### src/rtl/calc_window_sums.sv
`default_nettype none
// ============================================================================
//  Module   : calc_window_sums
//  Purpose  : Accumulates the five window statistics used by a ZSSD matcher
//             (sum f, sum f*f, sum g, sum g*g, sum f*g) over windows of
//             N = 2^WIN_LOG2 pixel pairs, then holds the result until the
//             consumer takes it.
//  Ports    : clk, rst_n (async, active low), clear (sync abort)
//             in_valid/in_ready, f_pix, g_pix     -- pixel pair input
//             out_valid/out_ready                 -- result handshake
//             fsum, f2sum, gsum, g2sum, fgsum     -- registered window sums
//  Revision : 1.0 - initial release
// ============================================================================
module calc_window_sums #(
    parameter int WIN_LOG2 = 8,
    parameter int PIX_W    = 8
) (
    input  logic             clk,
    input  logic             rst_n,
    input  logic             clear,
    input  logic             in_valid,
    output logic             in_ready,
    input  logic [PIX_W-1:0] f_pix,
    input  logic [PIX_W-1:0] g_pix,
    output logic             out_valid,
    input  logic             out_ready,
    output logic [31:0]      fsum,
    output logic [31:0]      f2sum,
    output logic [31:0]      gsum,
    output logic [31:0]      g2sum,
    output logic [31:0]      fgsum
);

    // Counter index of the last pair of a window (N-1).
    localparam logic [WIN_LOG2:0] c_LAST_IDX = {1'b0, {WIN_LOG2{1'b1}}};
    localparam logic [WIN_LOG2:0] c_ONE      = {{WIN_LOG2{1'b0}}, 1'b1};

    typedef enum logic [0:0] {
        ACCUM = 1'b0,
        HOLD  = 1'b1
    } state_t;

    state_t            r_state, w_state_nxt;
    logic              r_in_ready, r_out_valid;
    logic [WIN_LOG2:0] r_count, w_count_nxt;

    logic [31:0] r_acc_f,  r_acc_f2,  r_acc_g,  r_acc_g2,  r_acc_fg;
    logic [31:0] w_acc_f,  w_acc_f2,  w_acc_g,  w_acc_g2,  w_acc_fg;
    logic [31:0] r_sum_f,  r_sum_f2,  r_sum_g,  r_sum_g2,  r_sum_fg;
    logic [31:0] w_sum_f,  w_sum_f2,  w_sum_g,  w_sum_g2,  w_sum_fg;

    logic [31:0] w_add_f, w_add_f2, w_add_g, w_add_g2, w_add_fg;
    logic        w_accept;

    // in_ready is a register, so it is only ever high in ACCUM.
    assign w_accept = in_valid & r_in_ready;

    // Products are formed at full 32-bit width; no overflow for default sizes.
    assign w_add_f  = r_acc_f  + 32'(f_pix);
    assign w_add_f2 = r_acc_f2 + 32'(f_pix) * 32'(f_pix);
    assign w_add_g  = r_acc_g  + 32'(g_pix);
    assign w_add_g2 = r_acc_g2 + 32'(g_pix) * 32'(g_pix);
    assign w_add_fg = r_acc_fg + 32'(f_pix) * 32'(g_pix);

    always_comb begin
        w_state_nxt = r_state;
        w_count_nxt = r_count;
        w_acc_f     = r_acc_f;
        w_acc_f2    = r_acc_f2;
        w_acc_g     = r_acc_g;
        w_acc_g2    = r_acc_g2;
        w_acc_fg    = r_acc_fg;
        w_sum_f     = r_sum_f;
        w_sum_f2    = r_sum_f2;
        w_sum_g     = r_sum_g;
        w_sum_g2    = r_sum_g2;
        w_sum_fg    = r_sum_fg;

        case (r_state)
            ACCUM: begin
                if (clear) begin
                    // Abort: the pair offered this cycle is dropped too.
                    w_count_nxt = '0;
                    w_acc_f     = '0;
                    w_acc_f2    = '0;
                    w_acc_g     = '0;
                    w_acc_g2    = '0;
                    w_acc_fg    = '0;
                end else if (w_accept) begin
                    w_count_nxt = r_count + c_ONE;
                    w_acc_f     = w_add_f;
                    w_acc_f2    = w_add_f2;
                    w_acc_g     = w_add_g;
                    w_acc_g2    = w_add_g2;
                    w_acc_fg    = w_add_fg;
                    if (r_count == c_LAST_IDX) begin
                        // Output registers take the sums including this pair.
                        w_sum_f     = w_add_f;
                        w_sum_f2    = w_add_f2;
                        w_sum_g     = w_add_g;
                        w_sum_g2    = w_add_g2;
                        w_sum_fg    = w_add_fg;
                        w_state_nxt = HOLD;
                    end
                end
            end
            HOLD: begin
                if (clear || out_ready) begin
                    w_state_nxt = ACCUM;
                    w_count_nxt = '0;
                    w_acc_f     = '0;
                    w_acc_f2    = '0;
                    w_acc_g     = '0;
                    w_acc_g2    = '0;
                    w_acc_fg    = '0;
                end
                // clear beats a simultaneous handshake and also wipes results.
                if (clear) begin
                    w_sum_f  = '0;
                    w_sum_f2 = '0;
                    w_sum_g  = '0;
                    w_sum_g2 = '0;
                    w_sum_fg = '0;
                end
            end
            default: w_state_nxt = ACCUM;
        endcase
    end

    always_ff @(posedge clk or negedge rst_n) begin
        if (!rst_n) begin
            r_state     <= ACCUM;
            r_in_ready  <= 1'b0;
            r_out_valid <= 1'b0;
            r_count     <= '0;
            r_acc_f     <= '0;
            r_acc_f2    <= '0;
            r_acc_g     <= '0;
            r_acc_g2    <= '0;
            r_acc_fg    <= '0;
            r_sum_f     <= '0;
            r_sum_f2    <= '0;
            r_sum_g     <= '0;
            r_sum_g2    <= '0;
            r_sum_fg    <= '0;
        end else begin
            r_state     <= w_state_nxt;
            // Handshake flags follow the next state so they stay registered.
            r_in_ready  <= (w_state_nxt == ACCUM);
            r_out_valid <= (w_state_nxt == HOLD);
            r_count     <= w_count_nxt;
            r_acc_f     <= w_acc_f;
            r_acc_f2    <= w_acc_f2;
            r_acc_g     <= w_acc_g;
            r_acc_g2    <= w_acc_g2;
            r_acc_fg    <= w_acc_fg;
            r_sum_f     <= w_sum_f;
            r_sum_f2    <= w_sum_f2;
            r_sum_g     <= w_sum_g;
            r_sum_g2    <= w_sum_g2;
            r_sum_fg    <= w_sum_fg;
        end
    end

    assign in_ready  = r_in_ready;
    assign out_valid = r_out_valid;
    assign fsum      = r_sum_f;
    assign f2sum     = r_sum_f2;
    assign gsum      = r_sum_g;
    assign g2sum     = r_sum_g2;
    assign fgsum     = r_sum_fg;

endmodule
`default_nettype wire
### config.mk
export PLATFORM = sky130hd
export DESIGN_NAME = calc_window_sums
export DESIGN_NICKNAME = d
export VERILOG_FILES = /design/src/rtl/calc_window_sums.sv
export SDC_FILE = /design/constraint.sdc
export NUM_CORES = 1
export LEC_CHECK = 0
export BUFFER_PORTS_ARGS = -buffer_cell sky130_fd_sc_hd__buf_4
export CAP_MARGIN = 20
export CORE_MARGIN = 2
export CORE_UTILIZATION = 55
export CTS_CLUSTER_DIAMETER = 50
export DETAILED_ROUTE_END_ITERATION = 10
export GPL_ROUTABILITY_DRIVEN = 0
export PLACE_DENSITY = 0.74
export SYNTH_ARGS = -nofsm -noshare
export SYNTH_HDL_FRONTEND = slang
export SYNTH_SLANG_ARGS = --single-unit
### constraint.sdc
create_clock -name clk -period 6.91 [get_ports clk]
set_input_delay 1.7275 -clock clk [delete_from_list [all_inputs] [get_ports clk]]
set_output_delay 1.7275 -clock clk [all_outputs]
set_load 0.05 [all_outputs]
Word-level counts from Yosys, hierarchy flattened:

Index checks and enable logic that the tools add are counted.

* flip-flop bits (word level): 331
* input port bits: 21
* word-level logic and storage cells: 81

* $add $sub $neg: 6
* $mul: 3
* eq/ne operators: 7
* multiplexer cells: 46
* bitwise operators: 3
* reductions and logical operators: 3

Operators with widths (count)
* 32-bit 2-to-1 mux: 27
* 32-bit case mux with 2 select lines: 10
* 32-bit by 16-bit adder with 32-bit output: 3
* 32-bit by 8-bit adder with 32-bit output: 2
* 8-bit by 8-bit multiplier with 16-bit output: 3
* 9-bit 2-to-1 mux: 3
* 9-bit case mux with 2 select lines: 1
* 9-bit by 1-bit adder with 9-bit output, second input constant: 1
* 9-bit by 8-bit == test with 1-bit output, second input constant: 1
* 2-bit != test, second input constant: 4
* 1-bit 2-to-1 mux: 4
* 4-bit AND reduction: 1
* 3-bit != test, second input constant: 1
* 2-bit by 1-bit != test with 1-bit output, second input constant: 1
* 1-bit NOT: 2
* 1-bit case mux with 2 select lines: 1
* 2-bit AND reduction: 1
* 1-bit AND: 1
* 1-bit logical OR: 1

Longest topological paths before layout:

Gate-level depths: netlist (run 1).

* depth after elaboration: 6
* mapped depth: 20
* gate-level depth less buffers: 18

Least setup slack after synthesis (run 1):

No wires, ideal clock.

* kind: input port to flip-flop
* start point: input f_pix[5]
* end point: register r_sum_fg[25], in the netlist fgsum[25]
* data arrival time: 6.125 ns
* required time: 6.784 ns
* slack: 0.659 ns
* cell stages on the path: 18
* buffers on the path: 2
* cells stage by stage: clkbuf_1 -> clkbuf_1 -> nand2_1 -> fa_1 -> inv_1 -> fa_1 -> fa_1 -> inv_1 -> fa_1 -> inv_1 -> ha_1 -> o21ai_0 -> nor2_1 -> o31ai_2 -> a21oi_1 -> o21ai_2 -> o2111a_1 -> a221o_1

* cells in the longest elaborated chain, start to end: 6

Ends and longest elaborated chain
* from (decl): line 23 `input logic [PIX_W-1:0] f_pix,`
* 8-bit by 8-bit multiplier with 16-bit output: line 63 `assign w_add_fg = r_acc_fg + 32'(f_pix) * 32'(g_pix);`
* 32-bit by 16-bit adder with 32-bit output: line 63
* 32-bit 2-to-1 mux: line 96 `if (r_count == c_LAST_IDX) begin`
* 32-bit 2-to-1 mux: line 89 `end else if (w_accept) begin`
* 32-bit 2-to-1 mux: line 81 `if (clear) begin`
* 32-bit case mux with 2 select lines: line 79 `case (r_state)`
* to (signal assigned): line 161 `r_sum_fg <= w_sum_fg;`
* to (decl): line 49 `logic [31:0] r_sum_f, r_sum_f2, r_sum_g, r_sum_g2, r_sum_fg;`

Every way passes these cells. The select of a mux whose other input is x is not followed.
A chain may end at the register's enable or synchronous reset.

Worst setup path in the final report (run 1):

* start point: input f_pix[5]
* end point: register r_sum_fg[22], in the netlist fgsum[22]

The elaborated chain is that of the path after synthesis.

==> metrics.txt, run 1 <==
CP Launch Type input port; Area Overhead vs Synth 14.1%; layout cells sized above 1 a little under an eighth; Residual DRC 0; clock slew at reported path FFs roughly 0.060 ns; Period minus WS final approximately 6 ns; Post-CTS Setup Bufs 0; root buf cell clkbuf_16; ANT nets after route 0; vias per std cell just under 6; die width 207 um; drt initial violations around 1,500; Syn Nets ~2,700; core outline area 40,700 um^2; initial core utilization between 50% and 60%; CTS Sinks approximately 330; Slew headroom around 33%; total number of vias 18,500; endpoints failing hold 0; largest net degree at the start of global routing 131; most area-consuming cells after synthesis dfrtp_1, fa_1, ha_1, nand2_1, o21ai_0; period utilisation layout between 80% and 90%; Synth area leader dfrtp_1; ANT cells 0; boundary pin count 183; clock skew 0.0309 ns; Fin Setup TNS 0 ns; H-tree depth reported by CTS 2; Worst EP arrival roughly 6.6 ns; PD cells between 300 and 400 nW/um^2; count of final setup violators 0; vias in the first global route ~19,000; ys flop type dfrtp_1; WP data required about 7.4 ns; R2R depth 16; top achievable clock speed about 160 MHz; hpwl dp between 40,000 and 50,000 um; gr usage total between 20% and 30%; status complete, no violations; YS warnings 0; Max VDD drop around 300 uV; Seq cells post-synth approximately 330; Async SR Flop Fraction 100%; Post-Syn Area approximately 23,000 um^2; worst hold path depth 2; I/O Buffers around 180; register area between 8000 and 9000 um^2; Die ar. around 43,000 um^2; PnR worst setup slack roughly 0.79 ns; Max-Cap Viols 0; Skew-Pair Late Insertion Delay 0.58 ns; area share of the largest cell type after synthesis approximately 37%; pre-CTS setup slack between 0.2 and 0.3 ns; R2R Setup Slk approximately 2.1 ns; CTS tree done; Crit Path Class input port to register; Rows 74; drt wl/cell around 20 um; Syn Inst Count between 2,000 and 2,500; number of nets in the layout ~2,900; Min-Delay Path Class register to register; Synth cell types a little over 70; Worst-Margin Slew between 1 and 1.5 ns; Synth top cells by count dfrtp_1, nand2_1, inv_1, o21ai_0, ha_1; PostCTS Resize Cnt 0; total wire length 61,000 um; DRT Pass-1 Iters 5; CTS Hold Bufs 0; Syn Area/Cell slightly above 9 um^2; most common cell in the netlist dfrtp_1; Fill cells ~3,400; cts bufs inserted between 40 and 50; grt total ovfl 0; Die Height around 210 um; Seq/Total Area, Yosys a little over a third; leakage 0.0128 uW; initial antenna violation count 0; number of synthesized flops with an enable pin 0; RSZ-0062 raised after global routing false; Clock Tree Buf Depth 3; global-route wire length before repair ~100,000 um; highest net fanout along the worst path 17; total power around 9000 uW; hold_ws ~0.48 ns; footprint of the multi-input gates approximately 13,000 um^2; Crit. End Element register; Final Slew Violations 0
==> flip-flops by register name, indices dropped and copies added, names as in the netlist, 9 cells and up <==
register,count
r_acc_f2,32
f2sum,32
r_acc_f,32
r_acc_g,32
fsum,32
fgsum,32
r_acc_fg,32
r_acc_g2,32
gsum,32
r_count,9
g2sum,32
==> stage by stage <==
step                      utilization, %  cell area [um^2]  cells
after detailed placement            60.0             24400   3050
after CTS                           63.4             25800   3123
after floorplan                        -             22700   2446
after global routing                63.5             25900   3125
after global placement              59.9             24400   3048
final                               63.5             25900   3125
==> report_power, final <==
group / total, uW / switching [uW] / internal (uW)
sequential: 2200 / 101 / 2100
combinational: 4640 / 2880 / 1760
clock: 2180 / 895 / 1280
total: 9020 / 3880 / 5140
==> metal layers <==
layer / vias to the layer above / track usage (%) / wire (um)
li1: 8519 / - / -
met1: 9213 / 38.4 / 26200
met2: 644 / 46.3 / 28600
met3: 124 / 5.28 / 4150
met4: 0 / 11.4 / 2160
met5: - / 0 / 0
==> cells by family after synthesis <==
kind of cell    after synthesis  synth area share (%)
simple gates                662                  14.0
buf+inv                     413                  6.94
mux                           6                 0.270
xor+xnor                    145                  5.60
compound gates              617                  17.5
flops                       331                  36.5
fa+ha+maj                   272                  19.2
==> worst max-delay path, cell delays in order <==
cell      delay, ns
buf_4          0.24
inv_1          0.15
nor2_1         0.19
fa_1           0.46
fa_1           0.51
fa_1           0.54
inv_1          0.05
fa_1           0.53
inv_1          0.04
ha_1           0.37
nand4_1        0.18
nor4_1         0.30
nor2_1         0.14
a21oi_2        0.45
o211ai_1       0.23
or3_1          0.39
nand3_1        0.11
==> worst paths after layout <==
check | from | endpoint
min in group asynchronous | rst_n | r_acc_fg[3]
setup / recovery | f_pix[5] | fgsum[22]
hold reg to reg | fsum[26] | fsum[26]
setup reg to reg | r_acc_fg[6] | fgsum[22]
hold / removal | fsum[26] | fsum[26]
max in group asynchronous | rst_n | r_acc_f2[12]
==> placed cells by master (no fill, tap or decap), types with 20 or more instances in the layout <==
cell type  instances
ha_1             146
xnor2_1           84
buf_4            198
nand2_1          325
o31ai_1           75
nand4_1           20
fa_1             126
or3_1             34
a31oi_1           28
nand3_1           62
o21ai_0          240
a22o_1            69
inv_1            283
xor2_1            61
dfrtp_1          330
and3_1            26
a21oi_1           85
nor2_1            51
and2_1            80
clkbuf_16         42
a21o_1            38
==> layout make-up <==
cell class / count / share of cell area, %
multi-input cells: 1702 / 49.7
inverters: 283 / 4.11
flip-flops and latches: 331 / 32.0
repair buffers: 204 / 6.22
well taps: 532 / 2.57
clock buffers: 56 / 4.69
clock inverters: 17 / 0.639
(Power assumes the default switching activity.)
==> run 2: changes to the inputs <==
Settings changed: CORE_UTILIZATION 55 to 60, CTS_CLUSTER_SIZE set to 14, PLACE_DENSITY 0.74 to 0.8.
==> run 2 against run 1 <==
Effect of this change:
- sequential share of layout area rose by 0.079 points
- via count is 0.77% higher
- non-clock buffer count is 1 lower
- clock power about the same
- flip-flop and latch count is the same
- global-route usage rose by 2.1 points
- routed wire length is 3.1% lower
- cell count decreased by 0.70%
- first-iteration DRC count rose by 5.5%
- die area down 8.2%
- register-to-register slack got worse by 0.07 ns
- hold slack worse by 0.0039 ns
- critical path type unchanged
- largest cell class unchanged
==> metrics.txt, run 2 (synthesis gave the netlist of run 1 again) <==
vias per std cell 6.01 (was 5.92); RSZ-0062 raised after global routing false (unchanged); Slew headroom 35.5% (was 32.9%); Area Overhead vs Synth 13.8% (was 14.1%); CP Launch Type input port (unchanged); I/O Buffers 182 (unchanged); boundary pin count 183 (unchanged); period utilisation layout 89.2% (was 88.5%); Residual DRC 0 (unchanged); hold_ws 0.476 ns (was 0.480 ns); Max VDD drop 282 uV (was 297 uV); drt wl/cell 19.1 um (was 19.5 um); Non-Filler Instances 3,103 (was 3,125); PostCTS Resize Cnt 0 (unchanged); total number of vias 18,643 (was 18,500); ANT nets after route 0 (unchanged); root buf cell clkbuf_16 (unchanged); CTS tree done (unchanged); CTS Hold Bufs 0 (unchanged); Crit Path Class input port to register (unchanged); Worst EP arrival 6.66 ns (was 6.62 ns); clock slew at reported path FFs 0.06 ns (about the same); core outline area 37,400 um^2 (was 40,700 um^2); cts bufs inserted 41 (was 42); grt total ovfl 0 (unchanged); Crit. End Element register (unchanged); Clock Tree Buf Depth 3 (unchanged); die width 198 um (was 207 um); Min-Delay Path Class register to register (unchanged); largest net degree at the start of global routing 126 (was 131); H-tree depth reported by CTS 2 (unchanged); global-route wire length before repair 96,300 um (was 99,500 um); endpoints failing hold 0 (unchanged); status complete, no violations (unchanged); commonest non-fill, non-tap cells in the layout dfrtp_1, nand2_1, inv_1, o21ai_0, buf_4 (unchanged); count of final setup violators 0 (unchanged); gr usage total 30.8% (was 28.7%); PD cells 349 nW/um^2 (about the same); ANT cells 0 (unchanged); Die ar. 39,400 um^2 (was 42,900 um^2); Post-CTS Setup Bufs 0 (unchanged); CTS Sinks 331 (unchanged); initial core utilization 60.6% (was 55.7%); Fill cells 2,808 (was 3,380); Max-Cap Viols 0 (unchanged); pre-CTS setup slack 0.261 ns (was 0.283 ns); total wire length 59,200 um (was 61,000 um); Worst-Margin Slew 0.966 ns (was 1.01 ns); number of nets in the layout 2,855 (was 2,857); drt initial violations 1,558 (was 1,477); highest net fanout along the worst path 17 (unchanged); Final Slew Violations 0 (unchanged); Util after Layout 69.0% (was 63.5%); Rows 71 (was 74); vias in the first global route 18,690 (was 18,834); Fin Setup TNS 0 ns (unchanged); leakage 0.0128 uW (about the same); Die Height 198 um (was 207 um); DRT Pass-1 Iters 5 (unchanged); hpwl dp 39,700 um (was 41,400 um); most common cell after layout, fill and taps aside dfrtp_1 (unchanged); placed cells 3,027 (was 3,050); initial antenna violation count 1 (was 0); Skew-Pair Late Insertion Delay 0.58 ns (about the same); Period minus WS final 6.17 ns (was 6.12 ns); top achievable clock speed 162 MHz (was 164 MHz); clock skew 0.0210 ns (was 0.0309 ns); PnR worst setup slack 0.744 ns (was 0.794 ns); WP data required 7.41 ns (about the same); layout cells sized above 1 11.9% (was 12.0%)
## run 2: per-stage QoR
stage / instance area (um^2) / total power, uW
finish: 25800 / 9010
global route: 25800 / 9740
CTS: 25700 / 9010
detailed placement: 24400 / 6780
global placement: 24400 / 6620
floorplan: 22700 / 5630
## run 2: layout make-up
| cell class | instances | area [um^2] | area share [%] |
|---|---|---|---|
| Sequential cell | 331 | 8280 | 32.1 |
| Timing Repair Buffer | 203 | 1580 | 6.11 |
| Inverter | 283 | 1060 | 4.12 |
| Tap cell | 511 | 639 | 2.48 |
| Clock buffer | 49 | 1110 | 4.29 |
| Clock inverter | 24 | 267 | 1.03 |
| Multi-Input combinational cell | 1702 | 12900 | 49.9 |
## run 2: power breakdown
part / internal, uW / switching [uW] / total (uW) / leakage [uW]
clock network: 1250 / 923 / 2170 / 0.000667
registers: 2100 / 97.7 / 2200 / 0.00455
logic: 1760 / 2880 / 4640 / 0.00759
## run 2: final timing paths
path	start	end	slack (ns)	cells after the start
setup / recovery	g_pix[0]	r_acc_g2[23]	0.74	18
setup reg to reg	r_acc_g2[7]	r_acc_g2[23]	2.04	16
min in group asynchronous	rst_n	fgsum[4]	1.16	1
hold reg to reg	r_acc_f2[1]	r_acc_f2[1]	0.48	2
max in group asynchronous	rst_n	gsum[18]	4.60	2
hold / removal	r_acc_f2[1]	r_acc_f2[1]	0.48	2
## run 2: metal layers
metal,share of wire [%],up-vias,wire (um),track usage (%)
li1,-,8515,-,-
met1,41,9248,24500,40.8
met2,47,722,27700,49.8
met3,7.6,156,4500,5.93
met4,4.1,2,2400,13.3
met5,0.019,-,11,0
## run 2: critical path: stages
cell and delay, ns:
buf_4 0.21, and2_1 0.23, inv_1 0.09, fa_1 0.52
inv_1 0.06, fa_1 0.47, fa_1 0.49, inv_1 0.06
fa_1 0.52, inv_1 0.04, ha_1 0.32, o21ai_0 0.13
o21ai_0 0.42, a31o_2 0.27, a21o_1 0.41, nand4_1 0.24
or3_1 0.36, o21ai_0 0.08
